**config.mk**
```make
export PLATFORM = sky130hd
export DESIGN_NAME = div_result_bcd
export DESIGN_NICKNAME = d
export VERILOG_FILES = /design/src/rtl/div_result_bcd.sv
export SDC_FILE = /design/constraint.sdc
export NUM_CORES = 1
export LEC_CHECK = 0
export ABC_AREA = 1
export BUFFER_PORTS_ARGS = -buffer_cell sky130_fd_sc_hd__buf_2
export CAP_MARGIN = 30
export CORE_ASPECT_RATIO = 0.7
export CORE_MARGIN = 10
export CORE_UTILIZATION = 40
export CTS_BUF_LIST = sky130_fd_sc_hd__clkbuf_8
export CTS_CLUSTER_SIZE = 28
export DETAILED_ROUTE_END_ITERATION = 12
export GPL_ROUTABILITY_DRIVEN = 0
export PLACE_DENSITY_LB_ADDON = 0.12
export RECOVER_POWER = 50
export SYNTH_ARGS = -nofsm -noshare
export SYNTH_HDL_FRONTEND = slang
export SYNTH_SLANG_ARGS = --single-unit
```
**constraint.sdc**
```tcl
create_clock -name clk -period 2.2 [get_ports clk]
set_clock_uncertainty 0.1 [all_clocks]
set_input_delay 0.22 -clock clk [delete_from_list [all_inputs] [get_ports clk]]
set_output_delay 0.22 -clock clk [all_outputs]
set_load 0.05 [all_outputs]
```
**src/rtl/div_result_bcd.sv**
```systemverilog
`default_nettype none
// ============================================================================
//  Module      : div_result_bcd
//  Description : Captures a packed {remainder, quotient} divider result on
//                in_valid and converts each field to two packed-BCD digits
//                using an iterative shift-add-3 (double-dabble) sequence.
//                The quotient is converted first, then the remainder. Both
//                results are published together with a one-cycle done pulse.
//  Ports       : clk      - rising-edge clock
//                rst      - asynchronous active-high reset
//                in_valid - result valid, sampled only while idle
//                rslt     - [QW-1:0] quotient, [QW+RW-1:QW] remainder
//                busy     - high from the capture edge until done
//                done     - one-cycle pulse, BCD outputs valid from here on
//                quot_bcd - quotient {tens, ones}
//                rem_bcd  - remainder {tens, ones}
//  Revision    : 1.0 - initial release
// ============================================================================
module div_result_bcd #(
    parameter int QW = 4,
    parameter int RW = 4
) (
    input  logic              clk,
    input  logic              rst,
    input  logic              in_valid,
    input  logic [QW+RW-1:0]  rslt,
    output logic              busy,
    output logic              done,
    output logic [7:0]        quot_bcd,
    output logic [7:0]        rem_bcd
);

    // Shift register is as wide as the wider field; each field is loaded
    // left-aligned so its MSB always leaves from the top bit.
    localparam int FW = (QW > RW) ? QW : RW;

    localparam logic [1:0] S_IDLE   = 2'd0;
    localparam logic [1:0] S_CONV_Q = 2'd1;
    localparam logic [1:0] S_CONV_R = 2'd2;
    localparam logic [1:0] S_DONE   = 2'd3;

    localparam logic [2:0] C_QLOAD = 3'(QW - 1);
    localparam logic [2:0] C_RLOAD = 3'(RW - 1);

    logic [1:0]    state_q,     state_d;
    logic [FW-1:0] field_q,     field_d;
    logic [RW-1:0] rem_field_q, rem_field_d;
    logic [7:0]    scratch_q,   scratch_d;
    logic [7:0]    hold_q,      hold_d;
    logic [2:0]    cnt_q,       cnt_d;
    logic          busy_q,      busy_d;
    logic          done_q,      done_d;
    logic [7:0]    quot_bcd_q,  quot_bcd_d;
    logic [7:0]    rem_bcd_q,   rem_bcd_d;

    logic [7:0]    w_adj;
    logic [7:0]    w_step_scratch;
    logic [FW-1:0] w_step_field;
    logic [FW-1:0] w_q_aligned;
    logic [FW-1:0] w_r_aligned;

    // One double-dabble step: correct both nibbles, then shift the field
    // MSB into the scratch LSB.
    always_comb begin
        w_adj = scratch_q;
        if (scratch_q[3:0] >= 4'd5) w_adj[3:0] = scratch_q[3:0] + 4'd3;
        if (scratch_q[7:4] >= 4'd5) w_adj[7:4] = scratch_q[7:4] + 4'd3;
        w_step_scratch = {w_adj[6:0], field_q[FW-1]};
        w_step_field   = field_q << 1;
    end

    always_comb begin
        w_q_aligned             = '0;
        w_q_aligned[FW-1 -: QW] = rslt[QW-1:0];
        w_r_aligned             = '0;
        w_r_aligned[FW-1 -: RW] = rem_field_q;
    end

    always_comb begin
        state_d     = state_q;
        field_d     = field_q;
        rem_field_d = rem_field_q;
        scratch_d   = scratch_q;
        hold_d      = hold_q;
        cnt_d       = cnt_q;
        busy_d      = busy_q;
        done_d      = 1'b0;
        quot_bcd_d  = quot_bcd_q;
        rem_bcd_d   = rem_bcd_q;

        case (state_q)
            S_IDLE: begin
                if (in_valid) begin
                    state_d     = S_CONV_Q;
                    field_d     = w_q_aligned;
                    rem_field_d = rslt[QW+RW-1:QW];
                    scratch_d   = 8'h00;
                    cnt_d       = C_QLOAD;
                    busy_d      = 1'b1;
                end
            end
            S_CONV_Q: begin
                scratch_d = w_step_scratch;
                field_d   = w_step_field;
                cnt_d     = cnt_q - 3'd1;
                if (cnt_q == 3'd0) begin
                    // Final quotient step: park the result, start remainder.
                    hold_d    = w_step_scratch;
                    scratch_d = 8'h00;
                    field_d   = w_r_aligned;
                    cnt_d     = C_RLOAD;
                    state_d   = S_CONV_R;
                end
            end
            S_CONV_R: begin
                scratch_d = w_step_scratch;
                field_d   = w_step_field;
                cnt_d     = cnt_q - 3'd1;
                if (cnt_q == 3'd0) begin
                    cnt_d   = 3'd0;
                    state_d = S_DONE;
                end
            end
            S_DONE: begin
                quot_bcd_d = hold_q;
                rem_bcd_d  = scratch_q;
                done_d     = 1'b1;
                busy_d     = 1'b0;
                state_d    = S_IDLE;
            end
            default: begin
                state_d = S_IDLE;
                busy_d  = 1'b0;
            end
        endcase
    end

    always_ff @(posedge clk or posedge rst) begin
        if (rst) begin
            state_q     <= S_IDLE;
            field_q     <= '0;
            rem_field_q <= '0;
            scratch_q   <= 8'h00;
            hold_q      <= 8'h00;
            cnt_q       <= 3'd0;
            busy_q      <= 1'b0;
            done_q      <= 1'b0;
            quot_bcd_q  <= 8'h00;
            rem_bcd_q   <= 8'h00;
        end else begin
            state_q     <= state_d;
            field_q     <= field_d;
            rem_field_q <= rem_field_d;
            scratch_q   <= scratch_d;
            hold_q      <= hold_d;
            cnt_q       <= cnt_d;
            busy_q      <= busy_d;
            done_q      <= done_d;
            quot_bcd_q  <= quot_bcd_d;
            rem_bcd_q   <= rem_bcd_d;
        end
    end

    assign busy     = busy_q;
    assign done     = done_q;
    assign quot_bcd = quot_bcd_q;
    assign rem_bcd  = rem_bcd_q;

endmodule
`default_nettype wire

```
======== Word-level counts from Yosys, hierarchy flattened ========
Index checks and enable logic that the tools add are counted.
operators by class
  add/sub/neg operators ................... 3
  magnitude comparators ................... 2
  equal/unequal tests ..................... 6
  multiplexer cells ....................... 19
  reduce and logical (&&, ||, !) cells .... 9
operator list
  operator             count
  $pmux 8 s3           1
  $mux 8               2
  $mux 3               4
  $mux 4               3
  $pmux 4 s3           1
  $pmux 3 s3           1
  $ge 4x3->1 const B   2
  $pmux 2 s4           1
  $reduce_and 2->1     4
  $mux 2               3
  $ne 2x2->1 const B   3
  $add 4x2->4 const B  1
  $eq 2x2->1 const B   2
  $add 3x2->3 const B  1
  $logic_not 3->1      1
  $reduce_and 3->1     1
  $reduce_bool 3->1    1
  $sub 3x1->3 const B  1
  $eq 2x1->1 const B   1
  $logic_not 2->1      1
  $mux 1               2
  $pmux 1 s2           1
  $reduce_bool 2->1    1
storage, ports and cells
  register bits ........................... 47
  input bits .............................. 11
  output and inout port bits .............. 18
  word-level logic and storage cells ...... 49

======== Logic depth before layout (Yosys ltp) ========
  depth after elaboration ................. 4
  gate-level depth with buffers ........... 10
  depth with buffers taken out ............ 10

======== Worst setup path after synthesis ========
OpenSTA, ideal clock, no wires.
  path kind ............................... flip-flop to flip-flop
  start ................................... register state_q[0]
  end ..................................... register scratch_q[1]
  library setup time ...................... 65 ps
  arrival time ............................ 1366 ps
  required time ........................... 2035 ps
  setup slack ............................. 669 ps
  cell stages (with the launch flop) ...... 10
  path buffers ............................ 1
  clock period less this slack ............ 1531 ps
  cells stage by stage .................... dfrtp_1 -> inv_1 -> ha_1 -> buf_2 -> inv_1 -> nor2_2 -> nand2_4 -> inv_2 -> nand2_1 -> nand2_1
between the ends
  longest elaborated chain between the ends .. 3
  elaborated cells between the ends (all ways) .. 7
  those cells by class .................... eq/ne (3); mux (1); reduce/logical (3)
RTL lines
  item                                                       line  RTL
  from (decl)                                                45    logic [1:0] state_q, state_d;
  from (signal assigned)                                     151   state_q <= state_d;
  $eq 2x2->1 (tied with other cells)                         91    case (state_q)
  $reduce_bool 3->1 (no line) or $ne 2x2->1 (tied branches)  -
  $reduce_and 2->1 (no line)                                 -
  to (signal assigned)                                       154   scratch_q <= scratch_d;
  to (decl)                                                  48    logic [7:0] scratch_q, scratch_d;
Several ways; a longest one is shown, not always the timed one.
A chain may end at the register's enable or synchronous reset.

======== Final worst setup path ========
  start ................................... register state_q[0]
  end ..................................... register scratch_q[2]
The elaborated chain is that of the path after synthesis.

==> out/qor_table.md <==
| Metric | Reported |
| --- | --- |
| Yosys Warn Count | 0 |
| Number of antenna violations at the first check in global routing | 0 |
| #FFs+latches synth | 47 |
| Final hold vios | 0 |
| Vias/cell | 4.56 |
| Final #Nets | 319 |
| Worst setup SP type | flop |
| Worst max-slew margin expressed relative to the limit | 0.211 |
| Critical path required time | 2340 ps |
| Starting Density | 0.418 |
| Max stage delay on crit path | 460 ps |
| Cell Pwr Density | 1320 nW/um^2 |
| Total grt overflow | 0 |
| Total of fill cells in the finished design | 551 |
| Leakage power total | 1.41 nW |
| Biggest area contributors in the synthesized netlist | sky130_fd_sc_hd__dfrtp_1 53%, sky130_fd_sc_hd__nand2_1 19%, sky130_fd_sc_hd__ha_1 5.1%, sky130_fd_sc_hd__inv_1 4.8%, sky130_fd_sc_hd__o21ai_0 3.6% |
| Horizontal die dimension | 109 um |
| Input/output buffers | 28 |
| GR Util All Layers | 0.112 |
| Highest clock frequency the design can meet | 564 MHz |
| Clock Latency Late Sink | 310 ps |
| Max-capacitance violation count | 0 |
| Bufs on Longest Clock Path | 2 |
| Crit-path slowest cell | sky130_fd_sc_hd__ha_1 |
| Final antenna diode count | 0 |
| Area of the core region | 5290 sq um |
| Sequential area share after synthesis | 0.533 |
| Most common cell after layout, fill and taps aside | sky130_fd_sc_hd__nand2_1 |
| Die ar. | 8940 sq um |
| Vias in the first global route | 1623 |
| Mapped Area | 2210 sq um |
| Kind of path behind the tightest hold check | in -> reg |
| Synthesized netlist cell count | 264 |
| HPWL reported at the end of detailed placement | 3.35 mm |
| Maximum fanout encountered on the critical timing path | 9 |
| Area overhead of the layout relative to synthesis | 15.9% |
| Post-detailed-route DRC marker count | 0 |
| CP cell instances | inv_1, ha_1, inv_1, nor2_2, nand2_4, inv_2, nand2_1, nand2_1 |
| Setup TNS | 0 ps |
| Max-slew violations | 0 |
| Average cell area after synthesis | 8.36 sq um |
| Clock tree from TritonCTS | built |
| Slew of the pin with the lowest slew margin | 1180 ps |
| Commonest non-fill, non-tap cells in the layout | 111 x sky130_fd_sc_hd__nand2_1, 47 x sky130_fd_sc_hd__dfrtp_1, 28 x sky130_fd_sc_hd__inv_1 |
| Clk sinks | 47 |
| Share of final-layout standard cells stronger than drive strength 1 | 0.147 |
| Final standard cell utilization of the core | 0.484 |
| Final setup violating endpoints | 0 |
| Share of Yosys cell area claimed by the top area cell type | 0.533 |
| Wire length of the first global-routing pass | 7.84 mm |
| Number of unique standard cell types used by synthesis | 22 |
| Standard-cell rows | 22 |
| Antenna-violating nets left | 0 |
| Arrival time of the worst setup path | 1920 ps |
| Via count | 1698 |
| Post-synth net total | 284 |
| TritonCTS Buffers | 5 |
| Critical Path End Type | flop |
| Leading area contributor after synthesis | sky130_fd_sc_hd__dfrtp_1 |
| Share of the clock period used by the worst path after layout | 0.806 |
| Clock transition at the registers of the reported paths | 90 ps |
| Maximum number of pins on one net before global-route repair | 48 |
| Clock period minus final worst setup slack | 1770 ps |
| Root buffer cell | sky130_fd_sc_hd__clkbuf_8 |
| Number of top-level pins | 29 |
| Routed wire per std cell | 12.2 um |
| Status | finished clean |
| Number of detailed-routing iterations run before antenna repair | 4 |
| Wire length after detailed routing | 4.55 mm |
| Start-to-end type of the worst setup path | reg -> reg |
| CTS H-Tree Depth | 2 |
| Die height | 82.2 um |
| Iteration-0 DRC count of the detailed router | 75 |
| Worst IR drop on VDD | 587 uV |
| Setup repair after global routing missed its margin | no |
## kinds of logic after synthesis
family                   after synthesis  share of synthesized area
flip-flops                            47                      0.533
adder cells (fa/ha/maj)                9                     0.0510
buffers and inverters                 37                     0.0675
XOR/XNOR                               2                    0.00794
AND/OR/NAND/NOR                      140                      0.268
AO/OA/AOI/OAI                         29                     0.0726
## state kept, by name, summed over array words and instances, names as in the netlist, 2 cells and up
signal	flops
rem_field_q	4
hold_q	8
quot_bcd	8
scratch_q	8
cnt_q	3
rem_bcd	8
field_q	4
state_q	2
## power breakdown
part           internal (mW)  switching [mW]  total, mW
registers               1.09           0.151       1.24
clock network          0.345           0.313      0.658
logic                  0.413            1.06       1.48
total                   1.85            1.53       3.38
## area by class of cell
cell class	instances	area, sq um	area share
clock buffers	5	68.8	0.0269
clock inverters	3	47.5	0.0186
inverters	31	116	0.0455
multi-input cells	180	882	0.345
flip-flops and latches	47	1180	0.460
well taps	72	90.1	0.0352
repair buffers	34	176	0.0690
## metrics by stage
stage | setup WS, ps | area [sq um] | hold slack [ps] | total power [mW] | std cells
6_report | 427 | 2560 | 15.2 | 3.38 | 372
5_1_grt | 203 | 2560 | 19.8 | 3.69 | 372
4_1_cts | 393 | 2590 | 9.22 | 3.46 | 372
3_5_place_dp | 422 | 2440 | 180 | 2.77 | 361
3_3_place_gp | 512 | 2440 | 181 | 2.75 | 361
2_1_floorplan | 669 | 2210 | 230 | 2.42 | 264
## synth_stat cells
library cell               count
sky130_fd_sc_hd__a21oi_1       5
sky130_fd_sc_hd__buf_2         2
sky130_fd_sc_hd__buf_6         1
sky130_fd_sc_hd__clkbuf_1      3
sky130_fd_sc_hd__dfrtp_1      47
sky130_fd_sc_hd__ha_1          9
sky130_fd_sc_hd__inv_1        28
sky130_fd_sc_hd__inv_2         3
sky130_fd_sc_hd__nand2_1     111
sky130_fd_sc_hd__nand2_2       2
sky130_fd_sc_hd__nand2_4       3
sky130_fd_sc_hd__nand3_1       4
sky130_fd_sc_hd__nand4_1       3
sky130_fd_sc_hd__nor2_1       14
sky130_fd_sc_hd__nor2_2        1
sky130_fd_sc_hd__nor2_4        1
sky130_fd_sc_hd__nor2_8        1
sky130_fd_sc_hd__o21ai_0      16
sky130_fd_sc_hd__o21ai_1       2
sky130_fd_sc_hd__o21ai_2       3
sky130_fd_sc_hd__o22ai_1       3
sky130_fd_sc_hd__xor2_1        2
## final timing paths
kind | endpoint | slack (ps) | cells after the start | from
max | scratch_q[2]$_DFFE_PP0P_ | 430 | 8 | state_q[0]$_DFFE_PP0P_
min | rem_field_q[2]$_DFFE_PP0P_ | 20 | 3 | rslt[6]
max reg2reg | scratch_q[2]$_DFFE_PP0P_ | 430 | 8 | state_q[0]$_DFFE_PP0P_
min reg2reg | quot_bcd[4]$_DFFE_PP0P_ | 370 | 2 | quot_bcd[4]$_DFFE_PP0P_
max in group asynchronous | scratch_q[2]$_DFFE_PP0P_ | 540 | 4 | rst
min in group asynchronous | quot_bcd[7]$_DFFE_PP0P_ | 740 | 4 | rst
## repair_timing
item                      4_1_cts  5_1_grt
buffers inserted                0        0
hold buffers                    3        0
hold endpoints to repair       49        0
gates resized for setup         0        0
## per-layer routing
metal / routed length [um] / track usage / part of all wire / up-vias
met1: 2380 / 0.156 / 0.52 / 778
met2: 1820 / 0.157 / 0.40 / 29
li1: - / - / - / 883
met3: 287 / 0.0356 / 0.063 / 8
met5: 0 / 0 / 0 / -
met4: 63 / 0.0433 / 0.014 / 0
## worst max-delay path, delay by kind of cell (launching register included)
family / cells / cell delay, ps
adder cells (fa/ha/maj): 1 / 460
buffers and inverters: 3 / 310
flip-flops: 1 / 420
AND/OR/NAND/NOR: 4 / 430
(Power assumes the default switching activity.)
